===== src/rtl/spi_byte_arbiter_if.sv =====
// spi_byte_arbiter_if: requester-side and SPI-master-side signals of spi_byte_arbiter
interface spi_byte_arbiter_if #(parameter int NUM_REQ = 4);
  logic [NUM_REQ-1:0] req_valid, req_last, req_ready, rsp_valid, grant;
  logic [8*NUM_REQ-1:0] req_data;
  logic [7:0] rsp_data, m_tx_data, m_rx_data;
  logic rsp_last, rsp_err, m_tx_valid, m_tx_ready, m_rx_valid;
  modport master (
    output req_valid, req_data, req_last, m_tx_ready, m_rx_data, m_rx_valid,
    input  req_ready, rsp_valid, rsp_data, rsp_last, rsp_err, grant, m_tx_data, m_tx_valid
  );
  modport slave (
    input  req_valid, req_data, req_last, m_tx_ready, m_rx_data, m_rx_valid,
    output req_ready, rsp_valid, rsp_data, rsp_last, rsp_err, grant, m_tx_data, m_tx_valid
  );
endinterface


===== src/rtl/spi_byte_arbiter.sv =====
// spi_byte_arbiter: round-robin sharing of one byte-level SPI master among NUM_REQ requesters
// Per-byte watchdog is compiled in only with SPI_ARB_TIMEOUT_EN.
module spi_byte_arbiter #(
  parameter int NUM_REQ = 4,
  parameter int TIMEOUT_CYCLES = 64
) (
  input logic clk,
  input logic rst,
  spi_byte_arbiter_if.slave bus
);
  localparam int PW = $clog2(NUM_REQ);
  typedef enum logic [1:0] {IDLE, ISSUE, WAIT} state_t;
  state_t state, state_d;
  logic [PW-1:0] rr, rr_d, own, own_d, win, idx;
  logic last_flag, last_d, expire, done;
  logic [NUM_REQ-1:0] grant_d, req_ready_d, rsp_valid_d;
  logic [7:0] rsp_data_d, tx_data_d;
  logic rsp_last_d, rsp_err_d, tx_valid_d;
`ifdef SPI_ARB_TIMEOUT_EN
  localparam int TW = $clog2(TIMEOUT_CYCLES + 1);
  logic [TW-1:0] cnt;
  always_ff @(posedge clk or posedge rst)
    if (rst) cnt <= '0;
    else cnt <= state == WAIT ? cnt + TW'(1) : '0;
  assign expire = state == WAIT && cnt == TW'(TIMEOUT_CYCLES - 1) && !bus.m_rx_valid;
`else
  assign expire = 1'b0;
`endif
  assign done = bus.m_rx_valid || expire;
  // Descending scan so the nearest requester after the pointer is written last and wins.
  always_comb begin
    win = rr;
    idx = rr;
    for (int k = NUM_REQ; k >= 1; k--) begin
      idx = PW'((int'(rr) + k) % NUM_REQ);
      if (bus.req_valid[idx]) win = idx;
    end
  end
  always_comb begin
    state_d = state;
    rr_d = rr;
    own_d = own;
    last_d = last_flag;
    grant_d = bus.grant;
    req_ready_d = '0;
    rsp_valid_d = '0;
    tx_valid_d = 1'b0;
    tx_data_d = bus.m_tx_data;
    rsp_data_d = bus.rsp_data;
    rsp_last_d = 1'b0;
    rsp_err_d = 1'b0;
    case (state)
      IDLE: if (|bus.req_valid) begin
        state_d = ISSUE;
        own_d = win;
        grant_d = NUM_REQ'(1) << win;
      end
      ISSUE: if (bus.req_valid[own] && bus.m_tx_ready) begin
        state_d = WAIT;
        tx_valid_d = 1'b1;
        req_ready_d[own] = 1'b1;
        tx_data_d = bus.req_data[{own, 3'b000} +: 8];
        last_d = bus.req_last[own];
      end
      WAIT: if (done) begin
        rsp_valid_d[own] = 1'b1;
        rsp_data_d = expire ? 8'h00 : bus.m_rx_data;
        rsp_last_d = last_flag || expire;
        rsp_err_d = expire;
        state_d = last_flag || expire ? IDLE : ISSUE;
        rr_d = last_flag || expire ? own : rr;
        grant_d = last_flag || expire ? '0 : bus.grant;
      end
      default: state_d = IDLE;
    endcase
  end
  always_ff @(posedge clk or posedge rst)
    if (rst) begin
      state <= IDLE;
      rr <= PW'(NUM_REQ - 1);
      own <= '0;
      last_flag <= 1'b0;
      bus.grant <= '0;
      bus.req_ready <= '0;
      bus.rsp_valid <= '0;
      bus.rsp_data <= '0;
      bus.rsp_last <= 1'b0;
      bus.rsp_err <= 1'b0;
      bus.m_tx_data <= '0;
      bus.m_tx_valid <= 1'b0;
    end else begin
      state <= state_d;
      rr <= rr_d;
      own <= own_d;
      last_flag <= last_d;
      bus.grant <= grant_d;
      bus.req_ready <= req_ready_d;
      bus.rsp_valid <= rsp_valid_d;
      bus.rsp_data <= rsp_data_d;
      bus.rsp_last <= rsp_last_d;
      bus.rsp_err <= rsp_err_d;
      bus.m_tx_data <= tx_data_d;
      bus.m_tx_valid <= tx_valid_d;
    end
endmodule

===== src/flat_wrapper.sv =====
// flat-port wrapper written by rule: the top's interface ports become plain ports
module spi_byte_arbiter_flat 
#(
  parameter int NUM_REQ = 4,
  parameter int TIMEOUT_CYCLES = 64
)
  (clk, rst, bus_req_valid, bus_req_data, bus_req_last, bus_m_tx_ready, bus_m_rx_data, bus_m_rx_valid, bus_req_ready, bus_rsp_valid, bus_rsp_data, bus_rsp_last, bus_rsp_err, bus_grant, bus_m_tx_data, bus_m_tx_valid);
  spi_byte_arbiter_if #(.NUM_REQ(NUM_REQ)) bus_i ();
  input logic clk;
  input logic rst;
  input wire logic [$bits(bus_i.req_valid)-1:0] bus_req_valid;
  input wire logic [$bits(bus_i.req_data)-1:0] bus_req_data;
  input wire logic [$bits(bus_i.req_last)-1:0] bus_req_last;
  input wire logic [$bits(bus_i.m_tx_ready)-1:0] bus_m_tx_ready;
  input wire logic [$bits(bus_i.m_rx_data)-1:0] bus_m_rx_data;
  input wire logic [$bits(bus_i.m_rx_valid)-1:0] bus_m_rx_valid;
  output wire logic [$bits(bus_i.req_ready)-1:0] bus_req_ready;
  output wire logic [$bits(bus_i.rsp_valid)-1:0] bus_rsp_valid;
  output wire logic [$bits(bus_i.rsp_data)-1:0] bus_rsp_data;
  output wire logic [$bits(bus_i.rsp_last)-1:0] bus_rsp_last;
  output wire logic [$bits(bus_i.rsp_err)-1:0] bus_rsp_err;
  output wire logic [$bits(bus_i.grant)-1:0] bus_grant;
  output wire logic [$bits(bus_i.m_tx_data)-1:0] bus_m_tx_data;
  output wire logic [$bits(bus_i.m_tx_valid)-1:0] bus_m_tx_valid;
  assign bus_i.req_valid = bus_req_valid;
  assign bus_i.req_data = bus_req_data;
  assign bus_i.req_last = bus_req_last;
  assign bus_i.m_tx_ready = bus_m_tx_ready;
  assign bus_i.m_rx_data = bus_m_rx_data;
  assign bus_i.m_rx_valid = bus_m_rx_valid;
  assign bus_req_ready = bus_i.req_ready;
  assign bus_rsp_valid = bus_i.rsp_valid;
  assign bus_rsp_data = bus_i.rsp_data;
  assign bus_rsp_last = bus_i.rsp_last;
  assign bus_rsp_err = bus_i.rsp_err;
  assign bus_grant = bus_i.grant;
  assign bus_m_tx_data = bus_i.m_tx_data;
  assign bus_m_tx_valid = bus_i.m_tx_valid;
  spi_byte_arbiter #(.NUM_REQ(NUM_REQ), .TIMEOUT_CYCLES(TIMEOUT_CYCLES)) u_core (.clk(clk), .rst(rst), .bus(bus_i));
endmodule

===== config.mk =====
export PLATFORM = sky130hd
export DESIGN_NAME = spi_byte_arbiter_flat
export DESIGN_NICKNAME = d
export VERILOG_FILES = /design/src/rtl/spi_byte_arbiter_if.sv /design/src/rtl/spi_byte_arbiter.sv /design/src/flat_wrapper.sv
export SDC_FILE = /design/constraint.sdc
export NUM_CORES = 1
export LEC_CHECK = 0
export ABC_AREA = 1
export CAP_MARGIN = 20
export CORE_MARGIN = 5
export CORE_UTILIZATION = 42
export DETAILED_ROUTE_END_ITERATION = 8
export HOLD_SLACK_MARGIN = 0.08
export PLACE_DENSITY = 0.8
export SLEW_MARGIN = 30
export SYNTH_ARGS = -nofsm -noshare
export SYNTH_HDL_FRONTEND = slang
export SYNTH_SLANG_ARGS = --single-unit

===== constraint.sdc =====
create_clock -name clk -period 1.9 [get_ports clk]
set_input_delay 0.38 -clock clk [delete_from_list [all_inputs] [get_ports clk]]
set_output_delay 0.38 -clock clk [all_outputs]
set_load 0.005 [all_outputs]

==> flow_metrics.env, run 1 <==
export IMPL_areaGrowthSynthToFinish_pct=53.0
export IMPL_netlist_area_um2=1890
export IMPL_die_area_um2=5950
export IMPL_cts_made_buffers=5
export IMPL_drive_gt1_frac=0.0958
export IMPL_fin_crit_sh=0.823
export IMPL_ys_seq_area_frac=0.491
export IMPL_drv_slew=0
export IMPL_slowest_stage="dfstp_2"
export IMPL_r2r_setup_slack_ns=0.34
export IMPL_ios=83
export IMPL_grt_usage=0.191
export IMPL_drc=0
export IMPL_fin_tns_setup_ns=0
export IMPL_htree_levels=2
export IMPL_synth_seq_cells=37
export IMPL_synth_edf_count=0
export IMPL_synth_top_area_cell="dfrtp_1"
export IMPL_place_inst=378
export IMPL_stdcell_count=386
export IMPL_setup_violations=0
export IMPL_synth_nets=300
export IMPL_die_y_um=77.1
export IMPL_path_buf_inv=2
export IMPL_drt_initial_drc_count=165
export IMPL_ys_types=24
export IMPL_critPathTopFamily="simple AND/OR/NAND/NOR gates"
export IMPL_grt_antenna_before_repair=0
export IMPL_placed_area_um2=2760
export IMPL_grt_pass1_wl_mm=9.26
export IMPL_synth_main_ff_cell="dfrtp_1"
export IMPL_die_w_um=77.1
export IMPL_ir_drop_mv=0.804
export IMPL_crit_type="flop to flop"
export IMPL_critPathLaunchType="flop"
export IMPL_power_leakage_nw=1.42
export IMPL_grt_pass1_vias=1973
export IMPL_root_buffer="clkbuf_8"
export IMPL_cp_data_arrival_time_ns=1.74
export IMPL_avgSynthCellArea_um2=7.63
export IMPL_vias_per_cell=5.02
export IMPL_hold_buffers=0
export IMPL_r2r_end="u_core.bus.grant[0]"
export IMPL_r2r_cells=11
export IMPL_slowest_delay_ns=0.65
export IMPL_finClkSkew_ns=0.00573
export IMPL_max_clock_path_buffers=2
export IMPL_post_cts_buffers=0
export IMPL_path_common_cell="nand2_1"
export IMPL_routabilityCongestion=0.805
export IMPL_dr_pass1_iters=4
export IMPL_cts_tree="yes"
export IMPL_maxCapViolCount=0
export IMPL_synthTopCellsByArea="dfrtp_1 46%, nand2_1 20%, nand3_1 9.3%"
export IMPL_path_cells="inv_4 -> nand2_1 -> nand2_1 -> nand2_1 -> nand2_1 -> inv_2 -> nand2_1 -> nand2_1 -> nand2_1 -> nand3_1 -> nand2_1"
export IMPL_ant_nets=0
export IMPL_routed_wl_mm=5.54
export IMPL_synth_warnings=0
export IMPL_wl_per_cell_um=14.4
export IMPL_initial_utilization=0.434
export IMPL_setup_worst_path_end="u_core.bus.grant[0]"
export IMPL_hold_viol=0
export IMPL_layout_common_cells="102 x nand2_1, 81 x clkdlybuf4s50_1, 35 x nand3_1, 35 x dfrtp_1, 18 x nor2_1"
export IMPL_synthArstFlopShare=1.00
export IMPL_powerDensity_nw_per_um2=1450
export IMPL_hpwl_mm=4.18
export IMPL_hp_class="flop to flop"
export IMPL_rsz0062_at_grt="no"
export IMPL_diodes=0
export IMPL_endpoint_kind="flop"
export IMPL_critPathMaxFanout=9
export IMPL_cts_resized=0
export IMPL_r2r_start="u_core.rr[0]"
export IMPL_finalInstanceArea_um2=2900
export IMPL_fin_nets=385
export IMPL_period_needed_ns=1.56
export IMPL_place_port_buffers=81
export IMPL_final_common_cell="nand2_1"
export IMPL_status="completed"
export IMPL_grt_overflow_total=0
export IMPL_max_clock_freq_ghz=0.640
export IMPL_grt_start_max_net_pins=38
export IMPL_cp_depth=11
export IMPL_syn_inst=248
export IMPL_row_count=24
export IMPL_dr_total_vias=1938
export IMPL_insertion_delay_ns=0.28
export IMPL_core_area_um2=4350
export IMPL_clk_pin_slew_worst_paths_ns=0.07
export IMPL_worstPathRequired_ns=2.08
export IMPL_cts_sink_count=37
export IMPL_startpoint="u_core.rr[0]"
export IMPL_synth_top_area_share=0.463
## metrics by stage
step	util	hold slack, ns	power [W]	setup WS [ns]
after CTS	0.665	0.484	0.00421	0.343
after global placement	0.634	0.461	0.00333	0.128
after global routing	0.665	0.509	0.00454	0.133
after floorplan	-	0.472	0.00253	0.513
after detailed placement	0.634	0.465	0.00339	0.0675
final	0.665	0.480	0.00419	0.336
## worst register-to-register path: stages (launching register included)
cell     delay [ns]
dfstp_2        0.65
inv_4          0.09
nand2_1        0.07
nand2_1        0.08
nand2_1        0.10
nand2_1        0.07
inv_2          0.05
nand2_1        0.04
nand2_1        0.11
nand2_1        0.09
nand3_1        0.07
nand2_1        0.05
## cell usage after synthesis (2+ instances only)
| library cell | number |
|---|---|
| nand4_1 | 2 |
| nand2_1 | 102 |
| inv_2 | 4 |
| dfrtp_1 | 35 |
| buf_6 | 2 |
| a21oi_1 | 3 |
| nor2_2 | 2 |
| a22oi_1 | 9 |
| clkbuf_1 | 5 |
| nor2_1 | 18 |
| buf_2 | 2 |
| buf_4 | 3 |
| o21ai_0 | 4 |
| dfstp_2 | 2 |
| o21ai_1 | 2 |
| nand3_1 | 35 |
| nand3_2 | 2 |
| inv_1 | 10 |
## flip-flops by register name (all words and copies together), names as in the netlist
name,cells
u_core.bus.req_ready,4
u_core.bus.m_tx_valid,1
u_core.state,2
u_core.rr,2
u_core.bus.grant,4
u_core.bus.rsp_data,8
u_core.bus.m_tx_data,8
u_core.own,2
u_core.last_flag,1
u_core.bus.rsp_last,1
u_core.bus.rsp_valid,4
## routing by layer
| metal | vias to the layer above | wire [um] | track usage |
|---|---|---|---|
| met5 | - | 0 | 0 |
| met4 | 0 | 59 | 0.0344 |
| met3 | 8 | 400 | 0.0574 |
| met2 | 71 | 2800 | 0.339 |
| met1 | 890 | 2290 | 0.228 |
| li1 | 969 | - | - |
## power by group
part           internal [W]  total, W  switching (W)
clock              0.000521  0.000796       0.000275
sequential          0.00108   0.00128       0.000200
combinational      0.000953   0.00211        0.00115
## final cells by class
type                       instances  area [um2]
clock buffer                       5        68.8
inverter                          15        58.8
multi-input combinational        184         831
sequential                        37         928
fill                             378        1460
tap                               52        65.1
clock inverter                     3        65.1
timing repair buffer              90         878
## logic make-up (layout without fill, tap and decap cells)
| group | Yosys count | in the layout | synth area share |
|---|---|---|---|
| and+or+nand+nor | 163 | 163 | 0.364 |
| AOI/OAI and AO/OA | 20 | 20 | 0.0727 |
| other | 1 | 1 | 0.00198 |
| buffers and inverters | 27 | 113 | 0.0701 |
| DFF | 37 | 37 | 0.491 |
## how the worst min path moves through the flow
stage,from,endpoint,cells past startpoint
6_report,u_core.bus.rsp_data[4],u_core.bus.rsp_data[4],2
5_1_grt,u_core.bus.grant[1],u_core.bus.grant[1],2
4_1_cts,u_core.bus.m_tx_data[4],u_core.bus.m_tx_data[4],2
3_5_place_dp,u_core.bus.rsp_data[4],u_core.bus.rsp_data[4],2
3_3_place_gp,u_core.bus.m_tx_data[5],u_core.bus.m_tx_data[5],2
2_1_floorplan,u_core.bus.rsp_data[0],u_core.bus.rsp_data[0],2
(Power assumes the default switching activity.)
==> inputs of run 2 (changes only) <==
--- a/config.mk
+++ b/config.mk
@@ -8,10 +8,10 @@
 export ABC_AREA = 1
 export CAP_MARGIN = 20
 export CORE_MARGIN = 5
-export CORE_UTILIZATION = 42
+export CORE_UTILIZATION = 38
 export DETAILED_ROUTE_END_ITERATION = 8
 export HOLD_SLACK_MARGIN = 0.08
-export PLACE_DENSITY = 0.8
+export PLACE_DENSITY = 0.76
 export SLEW_MARGIN = 30
 export SYNTH_ARGS = -nofsm -noshare
 export SYNTH_HDL_FRONTEND = slang
==> constraint.sdc (replaced) <==
create_clock -name clk -period 1.3 [get_ports clk]
set_input_delay 0.26 -clock clk [delete_from_list [all_inputs] [get_ports clk]]
set_output_delay 0.26 -clock clk [all_outputs]
set_load 0.005 [all_outputs]
==> flow_metrics.env, run 2 (synthesis gave the netlist of run 1 again) <==
export IMPL_grt_pass1_wl_mm=9.14
export IMPL_swShare=0.411
export IMPL_insertion_delay_ns=0.29
export IMPL_row_count=25
export IMPL_power_leakage_nw=1.63
export IMPL_vias_per_cell=4.70
export IMPL_switchingPower_w=0.00267
export IMPL_initial_utilization=0.395
export IMPL_grt_start_max_net_pins=38
export IMPL_core_area_um2=4790
export IMPL_die_w_um=80.6
export IMPL_ant_nets=0
export IMPL_status="finished, violations left"
export IMPL_cts_made_buffers=5
export IMPL_critPathMaxFanout=4
export IMPL_worstPathRequired_ns=1.53
export IMPL_drv_slew=0
export IMPL_crit_type="flop to flop"
export IMPL_dr_total_vias=1978
export IMPL_finClkSkew_ns=0.00662
export IMPL_setup_slack_ns=-0.202
export IMPL_internal_power_w=0.00382
export IMPL_layout_common_cells="85 x nand2_1, 51 x clkdlybuf4s50_1, 35 x dfrtp_1"
export IMPL_rsz0062_at_grt="yes"
export IMPL_cts_tree="yes"
export IMPL_fin_nets=406
export IMPL_largest_registers="u_core.bus.m_tx_data: 8 flops, u_core.bus.rsp_data: 8 flops"
export IMPL_critPathLaunchType="flop"
export IMPL_ios=83
export IMPL_grt_overflow_total=0
export IMPL_diodes=0
export IMPL_grt_antenna_before_repair=0
export IMPL_clk_pin_slew_worst_paths_ns=0.08
export IMPL_areaGrowthSynthToFinish_pct=65.3
export IMPL_hp_class="input pin to async pin"
export IMPL_p_comb_frac=0.566
export IMPL_hold_viol=0
export IMPL_die_area_um2=6490
export IMPL_utilization=0.653
export IMPL_drt_initial_drc_count=69
export IMPL_r2r_cells=9
export IMPL_clockPowerShare=0.148
export IMPL_max_clock_path_buffers=2
export IMPL_powerDensity_nw_per_um2=2070
export IMPL_finalPower_w=0.00648
export IMPL_violations="negative setup slack"
export IMPL_routabilityCongestion=0.914
export IMPL_htree_levels=2
export IMPL_wl_per_cell_um=13.4
export IMPL_fin_crit_sh=1.16
export IMPL_cp_data_arrival_time_ns=1.73
export IMPL_root_buffer="clkbuf_8"
export IMPL_dr_pass1_iters=4
export IMPL_period_needed_ns=1.50
export IMPL_drc=0
export IMPL_drive_gt1_frac=0.215
export IMPL_finalInstanceArea_um2=3130
export IMPL_placed_area_um2=2900
export IMPL_place_port_buffers=81
export IMPL_endpoint_kind="flop"
export IMPL_ir_drop_mv=1.05
export IMPL_grt_pass1_vias=2060
export IMPL_hpwl_mm=4.09
export IMPL_final_common_cell="nand2_1"
export IMPL_die_y_um=80.6
export IMPL_maxCapViolCount=0
export IMPL_grt_usage=0.182
export IMPL_cts_sink_count=37
export IMPL_routed_wl_mm=5.64
export IMPL_max_clock_freq_ghz=0.666
export IMPL_setup_violations=16
export IMPL_seqPwrFrac=0.286
==> run 2: cell types whose count changed in the layout (fill, tap and decap cells not counted), moves of 3 or more <==
cell and change:
clkdlybuf4s50_1 -30, dlygate4sd2_1 +30, buf_4 +18, nand2_1 -17
nand2_2 +14, nand2_4 +3, nor2_1 -3
==> run 2: worst max-delay path, cell delays in order, from the launching register on <==
cell,delay [ns]
dfstp_2,0.61
buf_6,0.14
nand2_2,0.05
nand2_2,0.08
nand2_2,0.07
nand2_2,0.08
nor2_4,0.04
o21ai_2,0.19
nand4_1,0.11
nand2_1,0.07
==> run 2: repair_timing <==
item                                    4_1_cts  5_1_grt
hold buffers                                  0        0
resized for setup                            46       18
setup buffers                                 8        0
pin swaps                                     8        8
endpoints found under the setup margin       48       22
==> run 2: final cells by class <==
cell class	count	area, um2
inverter	15	63.8
sequential	37	928
timing repair buffer	111	1020
clock inverter	2	35.0
clock buffer	5	68.8
fill	412	1660
tap	67	83.8
multi-input combinational	184	928
==> run 2: metal layers <==
layer  GRT usage  vias to the layer above  share of wire
li1            -                     1006              -
met1       0.209                      899           0.42
met2       0.325                       64           0.49
met3      0.0482                        9          0.074
met4      0.0591                        0          0.014
met5           0                        -              0
==> run 2: through the flow <==
step / std cells / hold slack [ns] / setup WS, ns / setup TNS, ns
4_1_cts: 421 / 0.324 / -0.196 / -1.41
5_1_grt: 421 / 0.348 / -0.308 / -3.72
3_5_place_dp: 406 / 0.466 / -0.421 / -6.36
2_1_floorplan: 248 / 0.370 / -0.0721 / -0.310
3_3_place_gp: 406 / 0.464 / -0.327 / -5.43
6_report: 421 / 0.322 / -0.202 / -1.59
==> run 2: path summary, 6_finish.rpt <==
kind	startpoint	endpoint	slack, ns
max	u_core.rr[0]	u_core.bus.grant[1]	-0.20
min reg2reg	u_core.bus.grant[2]	u_core.bus.grant[2]	0.48
max reg2reg	u_core.rr[0]	u_core.bus.grant[1]	-0.20
max in group asynchronous	rst	u_core.rr[0]	0.73
min in group clk	u_core.bus.grant[2]	u_core.bus.grant[2]	0.48
min	rst	u_core.bus.rsp_valid[0]	0.32
==> run 2: power by group through the flow <==
| stage | sequential (W) | combinational [W] | clock [W] |
|---|---|---|---|
| 6_report | 0.00185 | 0.00367 | 0.000959 |
| 5_1_grt | 0.00191 | 0.00410 | 0.00101 |
| 3_5_place_dp | 0.00188 | 0.00331 | 0 |
| 3_3_place_gp | 0.00188 | 0.00324 | 0 |
| 2_1_floorplan | 0.00183 | 0.00190 | 0 |
| 4_1_cts | 0.00185 | 0.00345 | 0.000974 |
